===== config.mk =====
export PLATFORM = sky130hd
export DESIGN_NAME = common_bus_datapath
export DESIGN_NICKNAME = d
export VERILOG_FILES = /design/src/rtl/common_bus_datapath.sv
export SDC_FILE = /design/constraint.sdc
export NUM_CORES = 1
export LEC_CHECK = 0
export ABC_CLOCK_PERIOD_IN_PS = 4900
export BUFFER_PORTS_ARGS = -buffer_cell sky130_fd_sc_hd__clkbuf_2
export CAP_MARGIN = 20
export CORE_ASPECT_RATIO = 1.5
export CORE_MARGIN = 1
export CORE_UTILIZATION = 55
export CTS_CLUSTER_DIAMETER = 80
export DETAILED_ROUTE_END_ITERATION = 16
export PLACE_DENSITY = 0.74
export SYNTH_ARGS = -nofsm -noshare
export SYNTH_HDL_FRONTEND = slang
export SYNTH_SLANG_ARGS = --single-unit
export TNS_END_PERCENT = 50

===== constraint.sdc =====
create_clock -name clock -period 4.9 [get_ports clock]
set_input_delay 0.49 -clock clock [delete_from_list [all_inputs] [get_ports clock]]
set_output_delay 0.49 -clock clock [all_outputs]
set_load 0.02 [all_outputs]

===== src/rtl/common_bus_datapath.sv =====
// common_bus_datapath: datapath slice of the 8-bit common-bus CPU.
// Owns PC, IR, the register-select field, the register file and the two
// ALU operand latches. Every cycle one source drives the shared 8-bit bus.
// Every enabled destination loads from that bus on the rising clock edge.
// Optional feature macro: DATAPATH_R0_ZERO_EN (rf[0] hardwired to 0x00).

package common_bus_pkg;
    typedef enum logic [2:0] {
        ZERO      = 3'd0,
        IR_R1     = 3'd1,
        IR_R2     = 3'd2,
        IR_RD     = 3'd3,
        RF        = 3'd4,
        ALU_BUS   = 3'd5,
        PC_PLUS_4 = 3'd6
    } data_bus_t;
endpackage

module common_bus_datapath
    import common_bus_pkg::*;
#(
    parameter int RF_DEPTH = 8,
    parameter int PC_STEP  = 4
) (
    input  logic        clock,
    input  logic        reset,
    input  data_bus_t   data_bus_sel,
    input  logic        pc_load_en,
    input  logic        ir_load_en,
    input  logic        rf_write_read,
    input  logic        alu_src1_load_en,
    input  logic        alu_src2_load_en,
    input  logic        sel_field_load_en,
    input  logic [31:0] imem_data,
    output logic [7:0]  imem_addr,
    output logic        imm_instruction,
    output logic [7:0]  bus_out
);
    localparam int IDX_W = (RF_DEPTH > 1) ? $clog2(RF_DEPTH) : 1;
    localparam logic [7:0] PC_INC = 8'(PC_STEP);
`ifdef DATAPATH_R0_ZERO_EN
    localparam bit R0_ZERO = 1'b1;
`else
    localparam bit R0_ZERO = 1'b0;
`endif

    logic [7:0]          pc_q, pc_d;
    logic [31:0]         ir_q, ir_d;
    logic [IDX_W-1:0]    sel_q, sel_d;
    logic [7:0]          src1_q, src1_d;
    logic [7:0]          src2_q, src2_d;
    logic [7:0]          rf_q [RF_DEPTH];
    logic [7:0]          rf_d [RF_DEPTH];
    logic [RF_DEPTH-1:0] rf_we;

    logic [7:0] bus;
    logic [7:0] alu_result;
    logic [7:0] rf_rd_data;
    logic [3:0] alu_op;
    logic       unused_ir_reserved;

    assign alu_op             = ir_q[31:28];
    // Bits [26:24] of the instruction word are reserved and have no consumer.
    assign unused_ir_reserved = ^ir_q[26:24];

    // ALU: 8-bit result, carries and overflow simply fall off the top.
    always_comb begin
        alu_result = 8'h00;
        case (alu_op)
            4'd0:    alu_result = src1_q + src2_q;
            4'd1:    alu_result = src1_q - src2_q;
            4'd2:    alu_result = src1_q & src2_q;
            4'd3:    alu_result = src1_q | src2_q;
            4'd4:    alu_result = src1_q ^ src2_q;
            4'd5:    alu_result = src1_q << src2_q[2:0];
            4'd6:    alu_result = src1_q >> src2_q[2:0];
            4'd7:    alu_result = src2_q;
            default: alu_result = 8'h00;
        endcase
    end

    // Register-file read port addressed by the select field; entry 0 reads zero when hardwired.
    always_comb begin
        rf_rd_data = rf_q[sel_q];
        if (R0_ZERO && (sel_q == '0)) begin
            rf_rd_data = 8'h00;
        end
    end

    // Bus source mux; unused encodings park the bus at zero.
    always_comb begin
        bus = 8'h00;
        case (data_bus_sel)
            ZERO:      bus = 8'h00;
            IR_R1:     bus = ir_q[15:8];
            IR_R2:     bus = ir_q[7:0];
            IR_RD:     bus = ir_q[23:16];
            RF:        bus = rf_rd_data;
            ALU_BUS:   bus = alu_result;
            PC_PLUS_4: bus = pc_q + PC_INC;
            default:   bus = 8'h00;
        endcase
    end

    // Per-entry write strobes; a hardwired entry 0 never accepts a write.
    generate
        for (genvar gi = 0; gi < RF_DEPTH; gi++) begin : g_rf_we
            assign rf_we[gi] = rf_write_read && (sel_q == IDX_W'(gi)) && !(R0_ZERO && (gi == 0));
        end
    endgenerate

    // Next-state selection: each destination independently takes the bus (IR takes imem).
    always_comb begin
        pc_d   = pc_load_en        ? bus              : pc_q;
        ir_d   = ir_load_en        ? imem_data        : ir_q;
        src1_d = alu_src1_load_en  ? bus              : src1_q;
        src2_d = alu_src2_load_en  ? bus              : src2_q;
        sel_d  = sel_field_load_en ? bus[IDX_W-1:0]   : sel_q;
        for (int i = 0; i < RF_DEPTH; i++) begin
            rf_d[i] = rf_we[i] ? bus : rf_q[i];
        end
    end

    // State registers; reset may strike mid-instruction and clears everything.
    always_ff @(posedge clock or posedge reset) begin
        if (reset) begin
            pc_q   <= 8'h00;
            ir_q   <= 32'h0000_0000;
            sel_q  <= '0;
            src1_q <= 8'h00;
            src2_q <= 8'h00;
            for (int i = 0; i < RF_DEPTH; i++) begin
                rf_q[i] <= 8'h00;
            end
        end else begin
            pc_q   <= pc_d;
            ir_q   <= ir_d;
            sel_q  <= sel_d;
            src1_q <= src1_d;
            src2_q <= src2_d;
            for (int i = 0; i < RF_DEPTH; i++) begin
                rf_q[i] <= rf_d[i];
            end
        end
    end

    assign imem_addr       = pc_q;
    assign imm_instruction = ir_q[27];
    assign bus_out         = bus;

endmodule


# Yosys cells after proc, flatten, opt, wreduce, memory -nomap -nowiden
# Index checks and enable logic that the tools add are counted.
totals:
  elab_cells: 58
  out_inout_bits: 17
  reg_bits: 123
  in_bits: 43
classes:
  eq_ne: 20
  order_cmp: 1
  n_bitwise: 4
  muxes: 5
  n_shift: 2
  addsub: 3
  reduce_logical: 10
op_table:
  columns: ["operator", "count"]
  rows:
  - ["case mux 8 bit (8 select lines)", 1]
  - ["case mux 8 bit (6 select lines)", 1]
  - ["binary-select mux 8 bit (select 3 bit)", 1]
  - ["equality test 3 bit, second input constant", 7]
  - ["equality test 4 x 3 -> 1 bit, second input constant", 4]
  - ["2-to-1 mux 8 bit", 2]
  - ["equality test 3 x 2 -> 1 bit, second input constant", 4]
  - ["adder 8 x 3 -> 8 bit, second input constant", 1]
  - ["adder 8 bit", 1]
  - ["AND 8 bit", 1]
  - ["equality test 4 x 2 -> 1 bit, second input constant", 2]
  - ["logical AND 1 bit", 8]
  - ["bitwise OR 8 bit", 1]
  - ["<< shifter 8 x 3 -> 8 bit", 1]
  - [">> shifter 8 x 3 -> 8 bit", 1]
  - ["subtractor 8 bit", 1]
  - ["bitwise XOR 8 bit", 1]
  - ["equality test 3 x 1 -> 1 bit, second input constant", 2]
  - ["equality test 4 x 1 -> 1 bit, second input constant", 1]
  - [">= comparator 4 bit, second input constant", 1]
  - ["logical NOT 4 bit", 1]
  - ["NOT 3 -> 4 bit", 1]
  - ["logical NOT 3 bit", 1]

# Longest topological paths before layout
# Gate-level depths: netlist (run 1).
logic_depth:
  word_depth: 5
  depth_mapped: 14
  ltp_nobuf: 11

# Worst setup path after synthesis (run 1)
# Ideal clock, no wire load.
synth_path:
  kind: "reg2out"
  from: "reg ir_q[29]"
  to: "out bus_out[1]"
  path_buffers: 2
  t_arrival_ns: 3.111
  stages_incl_launch_ff: 12
  required_time_ns: 4.410
  setup_slack_ns: 1.299
  path_cell_list: "dfrtp_1 -> buf_2 -> nor4b_2 -> mux2i_1 -> fa_1 -> nor2b_1 -> a31oi_1 -> nor3_1 -> or4b_1 -> a21oi_1 -> buf_2 -> inv_1"
synth_via:
  elab_chain_cells: 3
  elab_cells_between_ends: 10
  classes_between: "eq/ne: 7; mux: 2; reduce/logical: 1"
synth_rtl:
  columns: ["element", "line_no", "source"]
  rows:
  - ["from (decl)", "48", "logic [31:0] ir_q, ir_d;"]
  - ["from (signal assigned)", "137", "ir_q <= ir_d;"]
  - ["equality test 4 x 3 -> 1 bit (tied with other cells)", "69", "case (alu_op)"]
  - ["case mux 8 bit (8 select lines) (*)", "69", null]
  - ["case mux 8 bit (6 select lines) (*)", "93", "case (data_bus_sel)"]
  - ["to (decl)", "37", "output logic [7:0] bus_out"]
# Mark *: on every way between the ends. The rest lies on a longest branch, timed or not.

# Worst setup path in the final report (run 1)
# Ends and elaborated chain as after synthesis.

==> impl_metrics.tcl, run 1 <==
set metrics [dict create \
    synth-seq-area-share_pct 42.9 \
    grt_pass1_vias 5903 \
    yosysTopAreaCellShare_pct 42.9 \
    synthCells 706 \
    crit_family "simple AND/OR/NAND/NOR gates" \
    multiInputGateArea_um2 3660 \
    swShare_pct 35.8 \
    cts_resized 0 \
    place.gp.congestion 0.933 \
    ant_nets 0 \
    grt_use_total_pct 31.3 \
    outcome "finished, final reports clean" \
    p_leak_nw 3.54 \
    power-per-cell-area_nw_per_um2 494 \
    final-seq-area_um2 3000 \
    first_pass_iters 5 \
    slowest_stage "nor4b_2" \
    wirelength_mm 19.1 \
    r2r_cells 10 \
    rrSetupSlack_ns 1.14 \
    dp_hpwl_mm 13.7 \
    drtIter0Drc 427 \
    clk_latency_ns 0.42 \
    syn_nets 776 \
    max_stage_delay_ns 0.76 \
    clk_path_buf_depth 2 \
    n_fill_cell 996 \
    vias 5689 \
    initial_core_util_pct 56.2 \
    grt_use_met1_pct 36.9 \
    hold_violations 0 \
    synth-main-ff-cell "dfrtp_1" \
    dp_cells 890 \
    drv_cap 0 \
    final_nets 826 \
    syn_to_final_growth_pct 14.5 \
    post_cts_buffers 0 \
    critPathRequiredTime_ns 4.41 \
    vias_per_cell 6.15 \
    syn_avg_cell_area_um2 9.91 \
    yosys_warnings 0 \
    drive_above_1_share_pct 23.8 \
    root_buffer "clkbuf_16" \
    post-route-period-util_pct 89.0 \
    worst_ep_arrival_time_ns 3.87 \
    slew_headroom_pct 35.4 \
    grt_remaining_overflow 0 \
    die_w_um 94.1 \
    clk_pin_slew_ns 0.06 \
    end_kind "output pin" \
    seq_power_share_pct 38.9 \
    post_drt_wl_per_cell_um 20.6 \
    cts_max_level 4 \
    cts_hold_buffers 0 \
    die-height_um 140 \
    cts_buffers 17 \
    cts_tree "yes" \
    post-route-min-period_ns 4.36 \
    internal_power_mw 2.54 \
    synth_edf_count 0 \
    rsz0062_at_grt "no" \
    crit_buf_inv 2 \
    p_sw_mw 1.42 \
    row_count 50 \
    ys_ff_latch 120 \
    grt_pass1_wl_mm 31.0 \
    grtUsageMet3_pct 5.48 \
    grt_util_met2_pct 54.5 \
    io_pins 60 \
    clock_power_share_pct 30.2 \
    setup_violations 0 \
    worstSetupPathType "flip-flop to output pin" \
    yosysTopAreaCell "dfrtp_1" \
    layout_setup_ws_ns 0.537 \
    regToRegEndpoint "rf_q[17]$_DFFE_PP0P_" \
    cp_cell_sequence "nor4b_2 -> mux2i_1 -> fa_1 -> nor2b_1 -> a31oi_1 -> nor3_1 -> or4b_1 -> a21oi_1 -> inv_1 -> clkbuf_2" \
    postPlaceCellArea_um2 7400 \
    finClkSkew_ns 0.00748 \
    syn_area_um2 7000 \
    path_depth 10 \
    worstSetupStartpointType "flip-flop" \
    postLayoutCellArea_um2 8010 \
    timing.hold.ws_ns 0.290 \
    path_max_fanout 7 \
    die-area_um2 13200 \
    ys_types 64 \
    fmax_mhz 229 \
    worstMarginPinSlew_ns 0.969 \
    cts.sinks 120 \
    post-route-drc-count 0 \
    timing.rr.start "ir_q[29]$_DFFE_PP0P_" \
    power_mw 3.96 \
    dp_worst_setup_slack_ns 0.999 \
    diodes 0 \
    tns_ns 0 \
    synth_area_leaders "dfrtp_1, mux2_2, a21oi_1" \
    hold_class "primary input to asynchronous set/reset pin" \
    gr-max-usage-layer "met2" \
    fin_cells 925 \
    port_buffers 56 \
    grt_start_max_net_pins 79 \
    antenna_found_initial 0 \
    power_frac_comb_pct 30.9 \
    drv_slew 0 \
    peakVddDrop_mv 0.383 \
    crit_path_start "ir_q[29]$_DFFE_PP0P_" \
    async_flop_share_pct 100 \
    coreArea_um2 12400 \
    utilization_pct 64.3 \
]
-- cell usage after synthesis (3+ instances only) --
master,instances
nor3_1,10
ha_1,26
nand3_1,6
xnor2_1,10
o2bb2ai_1,3
a21oi_1,73
nand2b_1,13
nand4bb_1,3
xor2_1,5
a31oi_1,18
nor2_1,93
a22oi_1,10
mux2i_1,28
mux4_2,16
mux2_2,40
or3_1,3
dfrtp_1,120
a32oi_1,3
buf_2,22
inv_1,24
o211ai_1,4
o22ai_1,5
buf_1,3
buf_6,3
or2_2,4
clkbuf_1,20
a211oi_1,6
o221ai_1,3
nand2_1,40
o21ai_0,36
nor2b_1,6
and3_1,3
-- metal layers --
metal,up-vias,routed length [µm]
met1,2811,7290
met2,181,10200
met5,-,0
met4,0,821
met3,55,786
li1,2642,-
-- final cells by class --
class,count,share of cell area [%]
inverters,26,1.25
multi-input cells,510,45.6
flip-flops and latches,120,37.5
clock inverters,14,1.59
repair buffers,81,6.09
clock buffers,18,5.48
well taps,156,2.44
-- power by group through the flow --
stage | sequential (mW) | combinational [mW] | clock [mW]
after floorplan | 1.47 | 0.921 | 0
after global placement | 1.53 | 1.15 | 0
after detailed placement | 1.56 | 1.19 | 0
after CTS | 1.54 | 1.20 | 1.21
after global routing | 1.58 | 1.35 | 1.25
final | 1.54 | 1.22 | 1.19
-- cell families after synthesis --
logic type	synth area share [%]
adder cells (fa/ha/maj)	4.94
AO/OA/AOI/OAI	16.0
AND/OR/NAND/NOR	13.8
buffers and inverters	4.90
XOR/XNOR	1.88
multiplexers	15.6
flip-flops	42.9
-- worst max-delay path by stage --
stage | end | slack (ns)
after global routing | bus_out[1] | 0.46
after floorplan | imem_addr[0]$_DFFE_PP0P_ | 1.22
after CTS | bus_out[1] | 0.54
final | bus_out[1] | 0.54
after detailed placement | bus_out[1] | 1.0
after global placement | bus_out[1] | 1.07
-- layout by cell type, fill, tap and decap left out, types with 18 or more instances in the layout --
cell and instances:
dfrtp_1 120, nor2_1 93, a21oi_1 73, clkbuf_2 56, mux2_2 40, nand2_1 40
o21ai_0 36, mux2i_1 28, ha_1 26, buf_4 24, inv_1 23, a31oi_1 18
-- flip-flops by register name (all words and copies together) (netlist names) --
| signal | flops |
|---|---|
| src1_q | 8 |
| src2_q | 8 |
| imem_addr | 8 |
| sel_q | 3 |
| rf_q | 64 |
| ir_q | 29 |
(Power assumes the default switching activity.)
==> run 2, diff against run 1 <==
- BUFFER_PORTS_ARGS: -buffer_cell sky130_fd_sc_hd__clkbuf_2 -> default
- DONT_BUFFER_PORTS: default -> 1
- PLACE_DENSITY: 0.74 -> 0.7
==> run 2 against run 1 <==
Worst hold slack worse by 0.14 ns. Via count is 4.4% lower. Die area stayed put. Critical path type unchanged. Critical endpoint is now bus_out[3]. Highest routed layer unchanged.
==> impl_metrics.tcl, run 2 (synthesis gave the netlist of run 1 again) <==
set metrics [dict create \
    clk_path_buf_depth 2 \
    tns_ns 0 \
    die_w_um 94.1 \
    final_cell_mix "dfrtp_1, nor2_1, a21oi_1, mux2_2, nand2_1" \
    clk_latency_ns 0.42 \
    worst_ep_arrival_time_ns 3.68 \
    dp_cells 834 \
    first_pass_iters 5 \
    n_fill_cell 1021 \
    coreArea_um2 12400 \
    r2r_cells 11 \
    slew_headroom_pct 45.1 \
    layout_commonest_cell "dfrtp_1" \
    max_stage_delay_ns 0.65 \
    path_max_fanout 18 \
    timing.rr.start "ir_q[28]$_DFFE_PP0P_" \
    largest_reg_flops 64 \
    die-area_um2 13200 \
    crit_path_start "ir_q[28]$_DFFE_PP0P_" \
    die-height_um 140 \
    antenna_found_initial 0 \
    initial_core_util_pct 56.2 \
    drv_slew 0 \
    cts_tree "yes" \
    port_buffers 0 \
    min_from "alu_src1_load_en" \
    regMostFlops "rf_q" \
    regToRegEndpoint "rf_q[9]$_DFFE_PP0P_" \
    fmax_mhz 240 \
    place.gp.congestion 0.955 \
    post_drt_wl_per_cell_um 21.3 \
    timing.hold.ws_ns 0.148 \
    vias 5436 \
    holdPathEnd "src1_q[4]$_DFFE_PP0P_" \
    ant_nets 0 \
    syn_to_final_growth_pct 11.9 \
    outcome "finished, final reports clean" \
    grt_remaining_overflow 0 \
    cts_max_level 4 \
    worstSetupPathType "flip-flop to output pin" \
    fin_cells 869 \
    hold_class "primary input to flip-flop" \
    io_pins 60 \
    vias_per_cell 6.26 \
    final_nets 770 \
    setup_violations 0 \
    worstMarginPinSlew_ns 0.817 \
    power_mw 4.09 \
    p_leak_nw 3.35 \
    finClkSkew_ns 0.00891 \
    drtIter0Drc 333 \
    grt_pass1_wl_mm 29.8 \
    grt_start_max_net_pins 86 \
    cts.sinks 120 \
    critPathRequiredTime_ns 4.41 \
    worstSetupStartpointType "flip-flop" \
    power-per-cell-area_nw_per_um2 522 \
    utilization_pct 62.9 \
    cp_cell_sequence "nor4b_2 -> buf_4 -> mux2i_1 -> ha_1 -> nor2b_1 -> o21a_1 -> or3_1 -> and3_1 -> nor4b_2 -> inv_1" \
    peakVddDrop_mv 0.384 \
    grt_use_total_pct 30.3 \
    grt_pass1_vias 5668 \
    post-route-min-period_ns 4.17 \
    drv_cap 0 \
    post-route-period-util_pct 85.1 \
    root_buffer "clkbuf_16" \
    wirelength_mm 18.5 \
    rsz0062_at_grt "no" \
    hold_violations 0 \
    rrSetupSlack_ns 1.31 \
    diodes 0 \
    drive_above_1_share_pct 17.5 \
    post-route-drc-count 0 \
    whs_path_depth 1 \
    dp_hpwl_mm 13.3 \
    cts_resized 0 \
    slowest_stage "dfrtp_1" \
    path_common_cell "nor4b_2" \
    clk_pin_slew_ns 0.06 \
    end_kind "output pin" \
    row_count 50 \
    reg_top3 "rf_q: 64 flops, ir_q: 29 flops" \
    cts_buffers 17 \
]
==> run 2: cell count changes in the layout (fill, tap and decap cells not counted), moves of 2 or more <==
cell / before / now
buf_4: 24 / 22
bufinv_16: 0 / 5
clkbuf_2: 56 / 0
inv_6: 6 / 3
inv_8: 3 / 0
==> run 2: per-layer routing <==
layer	share of wire (%)	global-route usage, %	wire [µm]
met1	38	34.9	7010
met2	52	51.2	9630
met3	4.0	6.03	738
met4	6.0	18.1	1110
met5	0	0	0
==> run 2: cell type report <==
class	count	area (µm²)	area share [%]
Sequential cell	120	3000	38.4
Clock buffer	19	443	5.66
Inverter	26	100	1.28
Clock inverter	13	216	2.77
Tap cell	156	195	2.49
Timing Repair Buffer	25	214	2.73
Multi-Input combinational cell	510	3660	46.7
==> run 2: worst max-delay path by stage <==
stage                                          end  cells after the start
after floorplan           imem_addr[0]$_DFFE_PP0P_                      1
after global placement                  bus_out[3]                     10
after detailed placement                bus_out[3]                     10
after CTS                               bus_out[3]                     10
after global routing                    bus_out[1]                     10
final                                   bus_out[3]                     10
==> run 2: per-stage QoR <==
step / setup WS [ns] / area [µm²]
after floorplan: 1.22 / 7000
after global placement: 1.19 / 7120
after detailed placement: 1.14 / 7120
after CTS: 0.675 / 7780
after global routing: 0.439 / 7830
final: 0.729 / 7830
==> run 2: worst max-delay path, delay by kind of cell, from the launching register on <==
family | cells | cell delay (ns)
AOI/OAI and AO/OA | 1 | 0.17
DFF | 1 | 0.65
adders and majority gates | 1 | 0.28
muxes | 1 | 0.30
and+or+nand+nor | 5 | 1.44
buffers and inverters | 2 | 0.43
==> run 2: what timing repair did <==
action	4_1_cts	5_1_grt
hold buffers	0	1
setup buffers	0	0
endpoints found under the setup margin	0	0
hold endpoints to repair	0	19
==> run 2: where the power goes <==
group | leakage [nW] | internal [mW] | switching (mW)
registers | 1.43 | 1.30 | 0.263
logic | 1.61 | 0.533 | 0.607
clock network | 0.311 | 0.921 | 0.465
total | 3.35 | 2.75 | 1.34
